--- config.mk ---
export PLATFORM = sky130hd
export DESIGN_NAME = msk_cst_loader
export DESIGN_NICKNAME = d
export VERILOG_FILES = /design/src/rtl/msk_cst_loader.sv
export SDC_FILE = /design/constraint.sdc
export NUM_CORES = 1
export LEC_CHECK = 0
export ABC_AREA = 1
export BUFFER_PORTS_ARGS = -buffer_cell sky130_fd_sc_hd__buf_4
export CAP_MARGIN = 20
export CORE_AREA = 2 2 39 41
export DETAILED_ROUTE_END_ITERATION = 16
export DIE_AREA = 0 0 41 43
export HOLD_SLACK_MARGIN = 0.12
export SETUP_SLACK_MARGIN = 0.4
export SLEW_MARGIN = 25
export SYNTH_ARGS = -nofsm -noshare
export SYNTH_HDL_FRONTEND = slang
export SYNTH_SLANG_ARGS = --single-unit
--- constraint.sdc ---
create_clock -name clk -period 3 [get_ports clk]
set_input_delay 0.3 -clock clk [delete_from_list [all_inputs] [get_ports clk]]
set_output_delay 0.3 -clock clk [all_outputs]
set_load 0.02 [all_outputs]
--- src/rtl/msk_cst_loader.sv ---
// Serial loader packing BEATS public count-bit beats into one registered d-share sharing.
// Define MSKCST_RANDOMIZE_EN (with d>1) to re-randomise shares from the rnd input on each accept.
module msk_cst_loader #(
  parameter int unsigned d     = 1,
  parameter int unsigned count = 1,
  parameter int unsigned BEATS = 4
) (
  input  logic                         clk,
  input  logic                         rst_n,
  input  logic                         flush,
  input  logic                         in_valid,
  output logic                         in_ready,
  input  logic [count-1:0]             cst,
`ifdef MSKCST_RANDOMIZE_EN
  input  logic [((d > 1) ? (d-1)*count : 1)-1:0] rnd,
`endif
  output logic                         out_valid,
  input  logic                         out_ready,
  output logic [count*BEATS*d-1:0]     out
);

  localparam int unsigned GW = count * d;
  localparam int unsigned CW = (BEATS > 1) ? $clog2(BEATS) : 1;

  typedef enum logic {FILL, FULL} state_t;

  state_t                   r_state;
  state_t                   w_next_state;
  logic [CW-1:0]            r_beat_cnt;
  logic [count*BEATS*d-1:0] r_out;
  logic [GW-1:0]            w_group;
  logic                     w_accept;
  logic                     w_last;

  assign w_accept = in_valid & in_ready & ~flush;
  assign w_last   = (r_beat_cnt == CW'(BEATS - 1));

  // Share encoding of one beat: data share in the top bit of every d-bit group.
`ifdef MSKCST_RANDOMIZE_EN
  if (d > 1) begin : g_rand
    for (genvar i = 0; i < count; i++) begin : g_bit
      logic [d-2:0] w_sh;
      assign w_sh = rnd[i*(d-1) +: d-1];
      assign w_group[i*d +: d] = {cst[i] ^ (^w_sh), w_sh};
    end
  end else begin : g_single
    assign w_group = cst;
  end
`else
  if (d > 1) begin : g_zero
    for (genvar i = 0; i < count; i++) begin : g_bit
      assign w_group[i*d +: d] = {cst[i], {(d-1){1'b0}}};
    end
  end else begin : g_single
    assign w_group = cst;
  end
`endif

  always_ff @(posedge clk) begin
    if (!rst_n) begin
      r_state <= FILL;
    end else begin
      r_state <= w_next_state;
    end
  end

  // Handover and the first beat of the next word can occur in the same FULL cycle.
  always_comb begin
    w_next_state = r_state;
    if (flush) begin
      w_next_state = FILL;
    end else if (w_accept && w_last) begin
      w_next_state = FULL;
    end else if (r_state == FULL && out_ready) begin
      w_next_state = FILL;
    end
  end

  always_comb begin
    in_ready  = 1'b1;
    out_valid = 1'b0;
    if (r_state == FULL) begin
      in_ready  = out_ready;
      out_valid = 1'b1;
    end
  end

  always_ff @(posedge clk) begin
    if (!rst_n) begin
      r_beat_cnt <= '0;
      r_out      <= '0;
    end else if (flush) begin
      r_beat_cnt <= '0;
    end else if (w_accept) begin
      r_out[32'(r_beat_cnt) * GW +: GW] <= w_group;
      r_beat_cnt <= w_last ? '0 : r_beat_cnt + CW'(1);
    end
  end

  assign out = r_out;

endmodule
# --- Yosys cells after proc, flatten, opt, wreduce, memory -nomap -nowiden ---
# Cells that the tools add are included.
totals:
  regBits: 7
  in_bits: 6
  out_inout_bits: 6
  elab_cells: 23
classes:
  addsub: 2
  n_eq_ne: 1
  shifts: 2
  n_mux: 6
  bitwise_logic: 4
  reduce_logical: 5
ops:
  columns: ["op", "count"]
  rows:
  - ["2-bit negation with 34-bit output", 1]
  - ["1-bit by 34-bit variable shift with 4-bit output, first input constant", 1]
  - ["1-bit by 34-bit indexed part select with 4-bit output", 1]
  - ["4-bit bitwise mux", 1]
  - ["1-bit two-way mux", 4]
  - ["2-bit by 1-bit adder with 2-bit output, second input constant", 1]
  - ["1-bit bitwise AND", 2]
  - ["2-bit equality test, second input constant", 1]
  - ["1-bit logical AND", 2]
  - ["2-bit two-way mux", 1]
  - ["1-bit inverter", 2]
  - ["2-bit AND reduction", 1]
  - ["2-bit nonzero test", 1]
  - ["2-bit OR reduction", 1]

# --- Longest topological paths before layout ---
depth:
  word_depth: 5
  depth_mapped: 7
  mapped_depth_nobuf: 7

# --- Worst setup path before layout ---
# OpenSTA, ideal clock, no wires.
synth_timing:
  kind: "register to register"
  from: "reg r_beat_cnt[0]"
  to: "reg r_out[3], in the netlist out[3]"
  setup_ns: 0.064
  arrival_ns: 1.284
  required_ns: 2.936
  slack_ns: 1.652
  path_stages_with_launch: 7
  n_path_buf: 0
  synth_period_minus_slack_ns: 1.348
  cell_sequence: "dfxtp_1 > inv_1 > ha_1 > or2_0 > nor2_1 > nor2_1 > nor2_1"
synth_between:
  elab_chain_len: 3
  word_cells_on_any_way: 4
  classes_between: "add/sub (1); shift (2); mux (1)"
synth_lines:
  columns: ["element", "line", "source"]
  rows:
  - ["from (decl)", "29", "logic [CW-1:0] r_beat_cnt;"]
  - ["from (signal assigned)", "96", "r_beat_cnt <= w_last ? '0 : r_beat_cnt + CW'(1);"]
  - ["2-bit negation with 34-bit output *", "95", "r_out[32'(r_beat_cnt) * GW +: GW] <= w_group;"]
  - ["1-bit by 34-bit indexed part select with 4-bit output / 1-bit by 34-bit variable shift with 4-bit output (equally long branches)", "95", null]
  - ["4-bit bitwise mux *", "95", null]
  - ["to (signal, indexed assignment)", "95", null]
  - ["to (decl)", "30", "logic [count*BEATS*d-1:0] r_out;"]
# Every way passes the cells marked *; elsewhere a longest branch is shown, timed or not.
# A chain may end at the register's enable or synchronous reset.

# --- Final worst setup path ---
# Ends and elaborated chain as after synthesis.

==> metrics <==
status completed; clock latency on the worst-skew pair roughly 0.26 ns; CP Class flip-flop to flip-flop; Leak 0.000301 µW; share of layout cells above drive strength 1 0.195; syn_nets 79; Yosys cell types 13; routed vias/inst 4.32; total CTS buffers 3; I/O pin total 12; NumNets Final 95; CP Max Fanout 8; Gate Count Post-Synth 67; routed wire length 865 µm; Hold WC Path Type input pin to flip-flop; post-route antenna net violation count 0; post-CTS resize count 0; initial DRC count 19; Worst Clk Skew 0.00457 ns; Power per Cell Area roughly 380 mW/mm²; clk slew on worst S/H paths 0.06 ns; Syn Area/Cell roughly 6.7 µm²; Slew @ Worst Pin approximately 0.25 ns; worst reg2reg startpoint r_beat_cnt[0]; Max Root-Sink Buffers 2; pin count of the biggest net entering global routing 10; hold buffers post-CTS 0; First-pass DRT Iterations 4; # clock sinks 7; CTS tree yes; area grow syn2layout 28.8%; Tcrit/Tclk final 0.481; crit path DAT between 1.5 and 2 ns; Root Buffer clkbuf_4; core area between 0.001 and 0.0015 mm²; antenna violations before repair 0; Relative slew margins 0.836; register area share after synthesis 0.313; commonest non-fill, non-tap cell in the layout nor2_1; endpoints failing hold 0; Post-DP HPWL about 660 µm; routability cong. 0.742; most frequent cells in the layout nor2_1 (15), nand2_1 (13), inv_1 (11), buf_4 (11), dfxtp_1 (7); startpoint types flip-flop; Syn Std Cell Area between 400 and 500 µm²; Initial Util 0.324; number of global-route vias before repair 340; setup TNS 0 ns; chip width 41 µm; ant diodes 0; Post-CTS Repair Setup Buffers 0; Final setup viols 0; first-pass GRT wire length 1460 µm; via count 423; post-layout min period 1.44 ns; fillers 144; Synthesis Warnings 0; min-delay src rst_n; register bit total from synthesis 7; Die Height about 43 µm; Remaining DRCs 0; full die area 0.00176 mm²; Overflow after GRT 0; CP endpoint kind flip-flop; final max-slew violation count 0; gr usage total 0.128; Critical Path RT about 3.2 ns; row count 14; I/O Buffers 11; Critical path origin r_beat_cnt[0]; wire per inst 8.83 µm; RSZ-0062 raised after global routing false; Peak supply drop 0.000160 V; htree depth 1; Max Fclk slightly below 700 MHz; Min Hold Slack 0.304 ns; max_cap viols 0
==> per-layer routing <==
metal	track usage	part of all wire
met1	0.151	0.48
met2	0.166	0.44
met3	0.0314	0.044
met4	0.140	0.036
met5	0	0
==> cell families after synthesis <==
logic type                 synth area share
adders and majority gates             0.168
and+or+nand+nor                       0.366
DFF                                   0.313
buffers and inverters                0.0922
AOI/OAI and AO/OA                    0.0615
==> final timing paths <==
path	end	slack [ns]	depth (start not counted)
worst max-delay path	out[3]	1.56	6
worst min-delay path	out[3]	0.30	3
worst max register to register	out[3]	1.56	6
worst min register to register	out[0]	0.51	4
==> state kept, by name (all words and copies together) (netlist names) <==
signal / count
r_beat_cnt: 2
out: 4
r_state: 1
==> synthesized netlist by cell type <==
cell type | n | area [µm²]
a21boi_0 | 1 | 7.51
a21oi_1 | 2 | 10.0
dfxtp_1 | 7 | 140
ha_1 | 6 | 75.1
inv_1 | 11 | 41.3
nand2_1 | 13 | 48.8
nand2_2 | 1 | 6.26
nand3_1 | 6 | 30.0
nor2_1 | 15 | 56.3
nor2_4 | 1 | 11.3
nor3_1 | 1 | 5.00
o21ai_0 | 2 | 10.0
or2_0 | 1 | 6.26
==> report_power, final <==
part / switching [µW] / internal, µW / total [µW] / leakage, µW
clock: 38.9 / 51.0 / 89.9 / 0.0000150
combinational: 16.1 / 13.0 / 29.1 / 0.000229
sequential: 2.08 / 95.3 / 97.4 / 0.0000568
total: 57.0 / 159 / 216 / 0.000301
==> worst max-delay path: stages, from the launching register on <==
cell	delay (ns)
dfxtp_1	0.45
inv_1	0.14
ha_1	0.36
or2_0	0.23
nor2_1	0.08
nor2_1	0.04
nor2_1	0.08
==> layout make-up <==
| cell class | instances | area (µm²) | share of cell area |
|---|---|---|---|
| Multi-Input combinational cell | 49 | 267 | 0.462 |
| Tap cell | 16 | 20.0 | 0.0347 |
| Timing Repair Buffer | 11 | 82.6 | 0.143 |
| Inverter | 11 | 41.3 | 0.0716 |
| Clock buffer | 4 | 26.3 | 0.0456 |
| Sequential cell | 7 | 140 | 0.243 |
==> stage by stage <==
| stage | instances | worst slack [ns] | area (µm²) | total power [µW] | utilization |
|---|---|---|---|---|---|
| floorplan | 67 | 1.65 | 448 | 117 | - |
| global placement | 94 | 1.58 | 551 | 129 | 0.398 |
| detailed placement | 94 | 1.55 | 551 | 129 | 0.398 |
| CTS | 98 | 1.54 | 577 | 220 | 0.417 |
| global route | 98 | 1.40 | 577 | 230 | 0.417 |
| finish | 98 | 1.56 | 577 | 216 | 0.417 |
Note: power is estimated with default switching activity, not from simulation.
